--- config.mk ---
export PLATFORM = sky130hd
export DESIGN_NAME = alu32
export DESIGN_NICKNAME = d
export VERILOG_FILES = /design/src/rtl/alu32_pkg.sv /design/src/rtl/alu32_control.sv /design/src/rtl/alu32.sv
export SDC_FILE = /design/constraint.sdc
export NUM_CORES = 2
export LEC_CHECK = 0
export ABC_AREA = 1
export CORE_MARGIN = 2
export CORE_UTILIZATION = 53
export DETAILED_ROUTE_END_ITERATION = 8
export GPL_TIMING_DRIVEN = 1
export MAX_ROUTING_LAYER = met4
export PLACE_DENSITY = 0.71
export SLEW_MARGIN = 5
export SYNTH_ARGS = -nofsm -noshare
export SYNTH_HDL_FRONTEND = slang
export SYNTH_SLANG_ARGS = --single-unit
--- constraint.sdc ---
create_clock -name Clock -period 6.4 [get_ports Clock]
set_input_delay 0.96 -clock Clock [delete_from_list [all_inputs] [get_ports Clock]]
set_output_delay 0.96 -clock Clock [all_outputs]
set_load 0.01 [all_outputs]
--- src/rtl/alu32_pkg.sv ---
// Shared encodings for the alu32 execute/memory stage: ALUOp classes,
// R-type funct codes, I-type opcodes and the 4-bit ALU control word.
package alu32_pkg;

  typedef logic [3:0] alu_ctrl_t;

  localparam logic [1:0] ALUOP_MEM    = 2'b00;
  localparam logic [1:0] ALUOP_BRANCH = 2'b01;
  localparam logic [1:0] ALUOP_RTYPE  = 2'b10;
  localparam logic [1:0] ALUOP_ITYPE  = 2'b11;

  localparam logic [5:0] FUNCT_ADD = 6'b100000;
  localparam logic [5:0] FUNCT_SUB = 6'b100010;
  localparam logic [5:0] FUNCT_AND = 6'b100100;
  localparam logic [5:0] FUNCT_OR  = 6'b100101;
  localparam logic [5:0] FUNCT_SLT = 6'b101010;
  localparam logic [5:0] FUNCT_NOR = 6'b100111;

  localparam logic [5:0] OPC_ADDI = 6'b001000;
  localparam logic [5:0] OPC_ANDI = 6'b001100;
  localparam logic [5:0] OPC_ORI  = 6'b001101;
  localparam logic [5:0] OPC_SLTI = 6'b001010;

  // Control word layout: [3] Ainvert, [2] Bnegate, [1:0] op select.
  localparam alu_ctrl_t ALU_AND = 4'b0000;
  localparam alu_ctrl_t ALU_OR  = 4'b0001;
  localparam alu_ctrl_t ALU_ADD = 4'b0010;
  localparam alu_ctrl_t ALU_SUB = 4'b0110;
  localparam alu_ctrl_t ALU_SLT = 4'b0111;
  localparam alu_ctrl_t ALU_NOR = 4'b1100;

  localparam logic [1:0] OP_AND = 2'b00;
  localparam logic [1:0] OP_OR  = 2'b01;
  localparam logic [1:0] OP_ADD = 2'b10;
  localparam logic [1:0] OP_SLT = 2'b11;

endpackage

--- src/rtl/alu32_control.sv ---
// Combinational ALU control decode: ALUOp + funct + opcode -> control word.
// NOR decode is present only when ALU_NOR_EN is defined.
module alu32_control
  import alu32_pkg::*;
(
  input  logic [1:0] i_alu_op,
  input  logic [5:0] i_funct,
  input  logic [5:0] i_opcode,
  output alu_ctrl_t  o_alu_ctrl
);

  always_comb begin
    o_alu_ctrl = ALU_ADD;
    case (i_alu_op)
      ALUOP_MEM:    o_alu_ctrl = ALU_ADD;
      ALUOP_BRANCH: o_alu_ctrl = ALU_SUB;
      ALUOP_RTYPE: begin
        case (i_funct)
          FUNCT_ADD: o_alu_ctrl = ALU_ADD;
          FUNCT_SUB: o_alu_ctrl = ALU_SUB;
          FUNCT_AND: o_alu_ctrl = ALU_AND;
          FUNCT_OR:  o_alu_ctrl = ALU_OR;
          FUNCT_SLT: o_alu_ctrl = ALU_SLT;
`ifdef ALU_NOR_EN
          FUNCT_NOR: o_alu_ctrl = ALU_NOR;
`endif
          default:   o_alu_ctrl = ALU_ADD;
        endcase
      end
      ALUOP_ITYPE: begin
        case (i_opcode)
          OPC_ADDI: o_alu_ctrl = ALU_ADD;
          OPC_ANDI: o_alu_ctrl = ALU_AND;
          OPC_ORI:  o_alu_ctrl = ALU_OR;
          OPC_SLTI: o_alu_ctrl = ALU_SLT;
          default:  o_alu_ctrl = ALU_ADD;
        endcase
      end
      default: o_alu_ctrl = ALU_ADD;
    endcase
  end

endmodule

--- src/rtl/alu32.sv ---
// Execute/memory stage: ALU control decode, 32-bit ALU with flags and a
// word-organised data memory. Define ALU_NOR_EN to enable the NOR decode.
module alu32
  import alu32_pkg::*;
#(
  parameter int DMEM_WORDS = 64
) (
  input  logic        Clock,
  input  logic        Reset_n,
  input  logic [1:0]  ALUOp,
  input  logic [5:0]  Funct,
  input  logic [5:0]  Opcode,
  input  logic [31:0] A,
  input  logic [31:0] B,
  input  logic [31:0] WriteData,
  input  logic        MemWrite,
  input  logic        MemRead,
  output logic [3:0]  ALUCtrl,
  output logic [31:0] ALUResult,
  output logic        Zero,
  output logic        Overflow,
  output logic        CarryOut,
  output logic [31:0] ReadData
);

  localparam int AW = $clog2(DMEM_WORDS);

  alu_ctrl_t   w_ctrl;
  logic        w_ainv;
  logic        w_bneg;
  logic [1:0]  w_op;
  logic [31:0] w_a;
  logic [31:0] w_b;
  logic [32:0] w_sum;
  logic        w_ovf;
  logic [31:0] w_result;
  logic [AW-1:0] w_index;

  logic [31:0] r_mem [DMEM_WORDS];

  alu32_control u_control (
    .i_alu_op  (ALUOp),
    .i_funct   (Funct),
    .i_opcode  (Opcode),
    .o_alu_ctrl(w_ctrl)
  );

  assign w_ainv = w_ctrl[3];
  assign w_bneg = w_ctrl[2];
  assign w_op   = w_ctrl[1:0];

  assign w_a   = w_ainv ? ~A : A;
  assign w_b   = w_bneg ? ~B : B;
  // Carry-in equals Bnegate so that a + ~b + 1 forms the two's-complement subtract.
  assign w_sum = {1'b0, w_a} + {1'b0, w_b} + {32'b0, w_bneg};
  assign w_ovf = (w_a[31] == w_b[31]) && (w_sum[31] != w_a[31]);

  always_comb begin
    w_result = w_sum[31:0];
    case (w_op)
      OP_AND:  w_result = w_a & w_b;
      OP_OR:   w_result = w_a | w_b;
      OP_ADD:  w_result = w_sum[31:0];
      // Sign of the difference corrected by overflow gives true signed A < B.
      OP_SLT:  w_result = {31'b0, w_sum[31] ^ w_ovf};
      default: w_result = w_sum[31:0];
    endcase
  end

  assign ALUCtrl   = w_ctrl;
  assign ALUResult = w_result;
  assign Zero      = (w_result == 32'h0);
  assign Overflow  = w_ovf;
  assign CarryOut  = w_sum[32];

  // Byte address: low two bits and bits above the array size are dropped.
  assign w_index = w_result[AW+1:2];

  always_ff @(posedge Clock) begin
    if (!Reset_n) begin
      for (int i = 0; i < DMEM_WORDS; i++) begin
        r_mem[i] <= 32'h0;
      end
    end else if (MemWrite) begin
      r_mem[w_index] <= WriteData;
    end
  end

  assign ReadData = MemRead ? r_mem[w_index] : 32'h0;

endmodule

Yosys cells after proc, flatten, opt, wreduce, memory -nomap -nowiden
Memories as Yosys holds them, arrays and structs flattened.
Cells that the tools add are included.
- $add $sub $neg: 2
- equal/unequal tests: 15
- muxes and demuxes: 14
- bitwise logic cells: 5
- reduce and logical (&&, ||, !) cells: 5
- operator list (cell ; number):
    $mux W32 ; 4
    $pmux W32 S4 ; 1
    $not A32 Y32 ; 2
    $add A32 B32 Y33 ; 1
    $add A33 B1 Y33 ; 1
    $and A32 B32 Y32 ; 1
    $logic_not A32 Y1 ; 1
    $or A32 B32 Y32 ; 1
    $reduce_or A32 Y1 ; 1
    $eq A6 B6 Y1 const B ; 4
    $eq A6 B4 Y1 const B ; 3
    $pmux W4 S4 ; 1
    $pmux W3 S4 ; 1
    $pmux W3 S3 ; 1
    $eq A2 B2 Y1 const B ; 4
    $mux W6 ; 1
    $mux W1 ; 5
    $eq A2 B1 Y1 const B ; 2
    $logic_not A2 Y1 ; 2
    $eq A1 B1 Y1 ; 1
    $logic_and A1 B1 Y1 ; 1
    $ne A1 B1 Y1 ; 1
    $xor A1 B1 Y1 ; 1
- bits in registers: 0
- memory bits (writable): 2048
- bits of input ports: 114
- output and inout port bits: 71
- logic and storage cells: 42
- memories kept: 1
- memory list (name ; depth ; bits a word ; read ports ; clocked after memory_dff ; wr ports ; RTL line ; RTL):
    r_mem ; 64 ; 32 ; 1 ; 0 ; 64 ; alu32.sv:39 ; logic [31:0] r_mem [DMEM_WORDS];

Depth between registers and ports, before layout
An unclocked memory read counts as a cell.
- word-level depth: 12
- depth in mapped cells: 30
- gate-level depth less buffers: 29

Modules after synthesis
Synthesis repeated with hierarchy kept, for this count alone.
- cell total of the unflattened synthesis: 10262
- area total of the unflattened synthesis: 96864.2 um^2
- by module, submodules not included (module ; instances ; cells an instance ; area an instance (um^2) ; seq. area each (um^2)):
    alu32 ; 1 ; 10218 ; 96664.0 ; 61499.0
    alu32_control ; 1 ; 44 ; 200.2 ; 0.0

Worst setup path before layout
Ideal clock, no wire load.
- path kind: input -> output
- start: in Opcode[3]
- end: out ReadData[12]
- arrival: 4465 ps
- required time: 5440 ps
- setup slack: 975 ps
- cell stages on the path: 24
- path buffers: 3
- cells stage by stage: nand2_1 -> inv_1 -> nand3_1 -> nand2_1 -> nand2_1 -> buf_1 -> xor2_1 -> inv_1 -> fa_1 -> nand2_1 -> inv_1 -> nand2_1 -> nand2_1 -> xnor2_1 -> nand2_1 -> nand3_2 -> inv_2 -> clkbuf_1 -> clkbuf_1 -> nand2_1 -> a21oi_1 -> nor2_1 -> nand2_1 -> nor2_1
- cells in the longest elaborated chain, start to end: 9
- elaborated cells on any way between the ends: 17
- RTL lines (what ; RTL line ; RTL):
    start, declared ; alu32.sv:12 ; input logic [5:0] Opcode,
    $eq A6 B4 Y1 ; alu32_control.sv:31 ; case (i_opcode)
    $pmux W3 S3 * ; alu32_control.sv:31 ;
    $pmux W4 S4 * ; alu32_control.sv:14 ; case (i_alu_op)
    $mux W32 ; alu32.sv:53 ; assign w_b = w_bneg ? ~B : B;
    $add A32 B32 Y33 ; alu32.sv:55 ; assign w_sum = {1'b0, w_a} + {1'b0, w_b} + {32'b0, w_bneg};
    $add A33 B1 Y33 ; alu32.sv:55 ;
    $pmux W32 S4 * ; alu32.sv:60 ; case (w_op)
    via ALUResult[4] ; alu32.sv:19 ; output logic [31:0] ALUResult,
    $mem_v2 Z64 W32 * ; n/a ;
    $mux W32 * ; alu32.sv:89 ; assign ReadData = MemRead ? r_mem[w_index] : 32'h0;
    end, declared ; alu32.sv:23 ; output logic [31:0] ReadData
The timed path passes the listed nets; every way through them passes the cells marked *. The select of a mux whose other input is x is not followed.

Worst setup path in the final report
- start: in ALUOp[1]
- end: out ReadData[2]
- cells in the longest elaborated chain, start to end: 8
- elaborated cells on any way between the ends: 17
- RTL lines (what ; RTL line ; RTL):
    start, declared ; alu32.sv:10 ; input logic [1:0] ALUOp,
    $eq A2 B2 Y1, or another cell as far along ; alu32_control.sv:14 ;
    $pmux W4 S4 * ; alu32_control.sv:14 ;
    $mux W32 ; alu32.sv:53 ;
    $add A32 B32 Y33 ; alu32.sv:55 ;
    $add A33 B1 Y33 ; alu32.sv:55 ;
    $pmux W32 S4 * ; alu32.sv:60 ;
    $mem_v2 Z64 W32 * ; n/a ;
    $mux W32 * ; alu32.sv:89 ;
Every way passes the cells marked *; elsewhere a longest branch is shown, timed or not. The select of a mux whose other input is x is not followed.

==> summary.md <==
| Metric | Value |
|---|---|
| Cell area after synthesis | `just under 0.1 mm²` |
| Clk pwr share | `30.3%` |
| Post-route ant nets | `0` |
| RSZ-0062 raised after global routing | `yes` |
| Die width | `436.5 µm` |
| WL/cell | `about 24 µm` |
| TritonCTS clock tree | `built` |
| Vias | `a little over 80000` |
| Hpwl dp | `214.8 mm` |
| Routability Congestion | `roughly 1` |
| Crit. End Element | `output port` |
| Max-slew headroom | `between 15 and 20%` |
| Critical Path AT | `between 5 and 6 ns` |
| WP buf/inv | `13` |
| Post-synth EDFFs | `roughly 2000` |
| Max Clock Freq | `~0.16 GHz` |
| Fin. Hold Viols | `0` |
| Crit-path most repeated cell | `nand2_1` |
| Initial Util | `a little over half` |
| Max_cap viols | `0` |
| Crit-path max cell delay | `~0.52 ns` |
| Clock Root Buffer | `clkbuf_16` |
| Inst Count DP | `approximately 14000` |
| Layout cell share with drive strength beyond 1 | `~17%` |
| WP data required | `5.44 ns` |
| Primary FF master, synth | `edfxtp_1` |
| Final Cell Area | `approximately 0.12 mm²` |
| Hold WS | `a little over 0.9 ns` |
| H-tree depth | `4` |
| Max FFs per register | `2048` |
| Actual slew at the worst max-slew pin | `around 1.2 ns` |
| Power share of the combinational group | `a little under a third` |
| Status | `finished, final reports clean` |
| Most common library cells after synthesis | `nor2_1, nand2_1, edfxtp_1, o21ai_0, clkbuf_1` |
| Clk slew on worst S/H paths | `0.07 ns` |
| Synth cell types | `38` |
| Initial antenna violation count | `3` |
| Syn_nets | `11170` |
| Final setup TNS | `0 ns` |
| Rows | `about 160` |
| Synth Register Bits | `2048` |
| DRT Pass-1 Iters | `6` |
| Main area contributors after synthesis | `edfxtp_1, nor2_1, nand2_1, o21ai_0, or2_2` |
| Worst hold path type | `primary input to flip-flop` |
| Worst Setup Path Type | `primary input to output port` |
| VDD IR max | `266.9 µV` |
| Sequential power share | `approximately 40%` |
| Die area | `between 0.15 and 0.2 mm²` |
| Leakage | `between 40 and 50 nW` |
| GRT overflow | `0` |
| Syn. warnings | `0` |
| Largest net degree at the start of global routing | `66` |
| Slowest CP cell | `clkdlybuf4s50_1` |
| Crit path max fanout | `9` |
| Cell Pwr Density | `between 300 and 400 mW/mm²` |
| # DRC | `0` |
| Tcrit/Tclk final | `a little over nine tenths` |
| Drt via density | `~5.8` |
| I/O pins | `roughly 190` |
| Die Y | `between 400 and 500 µm` |
| DRT iter0 DRCs | `between 10000 and 15000` |
| Area growth syn-to-layout | `17.83%` |
| Sw power | `around 13 mW` |
| Largest registers | `r_mem x2048` |
| Total CTS buffers | `between 200 and 250` |
| Nets | `between 10000 and 15000` |
| Fillers | `14850` |
| Async S/R FF share, synth | `0%` |
| Vias in the first global route | `78080` |
| CTS sink cnt | `2048` |
| Critical path startpoint category | `primary input` |
| Area of the multi-input gates | `0.03355 mm²` |
| Fin cells | `between 10000 and 15000` |
| Port buffer count | `around 180` |
| Sw frac | `about a third` |
| Largest area contributor in the netlist | `edfxtp_1` |
| Area share of the largest cell type after synthesis | `between 60% and 70%` |
| Final Setup Violations | `0` |
| Final min period | `between 6 and 7 ns` |
| Largest reg by FF count | `r_mem` |
| Core area | `between 0.15 and 0.2 mm²` |
| Post-synthesis sequential area ratio | `around 62%` |
| Maximum clock path buffer count | `3` |
| Avg Cell Area, Syn | `between 9 and 10 µm²` |
| Register Area | `slightly above 0.06 mm²` |
| Cells after synthesis | `between 10000 and 15000` |
| First-pass GRT wire length | `497.5 mm` |
| DP Area | `around 0.11 mm²` |
| Count leader, synth | `nor2_1` |
| Slew Limit Fails | `0` |
| Routed wire length | `between 300 and 400 mm` |
| Internal cell power | `around 26 mW` |
| Cell family with most CP delay | `buffers and inverters` |
| Gr usage total | `36.08%` |
## stage by stage
step | power, mW | setup WS, ns | util (%)
after floorplan | 21.56 | 0.9749 | -
after global placement | 26.89 | -0.8087 | 58.36
after detailed placement | 26.99 | -0.8224 | 58.36
after CTS | 39.17 | -0.2183 | 62.37
after global routing | 41.06 | -0.1211 | 62.92
final | 39.85 | 0.09880 | 62.93
## layout by cell type, fill, tap and decap left out, drive strengths merged, types with 2 or more instances in the layout
master,netlist,routed
a21o,2,2
o21ai,1024,1024
nand4,13,13
nor4,9,9
a31oi,6,6
clkinv,1,142
buf,163,848
clkdlybuf4s15,0,3
nand3b,40,40
nand3,142,142
nor3,6,6
edfxtp,2048,2048
a21oi,77,77
o221ai,2,2
nand2,2674,2674
o21bai,5,5
clkbuf,682,270
inv,445,422
bufinv,0,17
diode,0,5
or2,463,463
o211ai,4,4
nor2,3089,3089
clkinvlp,0,6
ha,62,62
xor2,32,32
dlygate4sd2,0,4
clkdlybuf4s50,0,148
dlymetal6s2s,0,5
bufbuf,0,6
## worst paths after layout
check	startpoint	endpoint	slack (ns)	cells past startpoint
setup / recovery	ALUOp[1]	ReadData[2]	0.1	29
hold / removal	Reset_n	r_mem[59][1]	0.92	3
## cells by family after synthesis
logic type / after synthesis / share of synthesized area, %
AND/OR/NAND/NOR: 6437 / 26.08
flip-flops: 2048 / 62.03
buffers and inverters: 1291 / 5.066
AO/OA/AOI/OAI: 1124 / 5.727
adder cells (fa/ha/maj): 63 / 0.8027
XOR/XNOR: 33 / 0.2915
other: 1 / 0.003783
## power by group through the flow
stage	sequential [mW]	clock, mW	combinational, mW
floorplan	16.0	0	5.56
global placement	16.0	0	10.9
detailed placement	16.1	0	10.9
CTS	15.8	12.1	11.3
global route	15.9	12.6	12.6
finish	15.8	12.1	12.0
## final cells by class
class,instances,share of cell area (%)
tap,2480,2.656
multi-input combinational,7658,28.72
timing repair buffer,1035,8.770
timing repair inverter,1,0.01392
inverter,446,1.514
clock inverter,140,0.9886
clock buffer,249,4.679
antenna,5,0.01071
sequential,2048,52.65
## routing by layer
metal / vias up / track usage [%] / part of all wire (%)
met5: - / - / 0
met2: 5505 / 55.02 / 46
met4: 0 / 20.06 / 6.4
li1: 36310 / - / -
met1: 39120 / 45.18 / 36
met3: 920 / 7.364 / 12
## what timing repair did
action                                  in CTS  in global routing
pin swaps                                   19                 51
buffers inserted                            10                 25
gates resized for setup                    174                271
hold buffers                                 0                  0
endpoints found under the setup margin      34                 37
gates cloned                                 9                  8
Note: power is estimated with default switching activity, not from simulation.
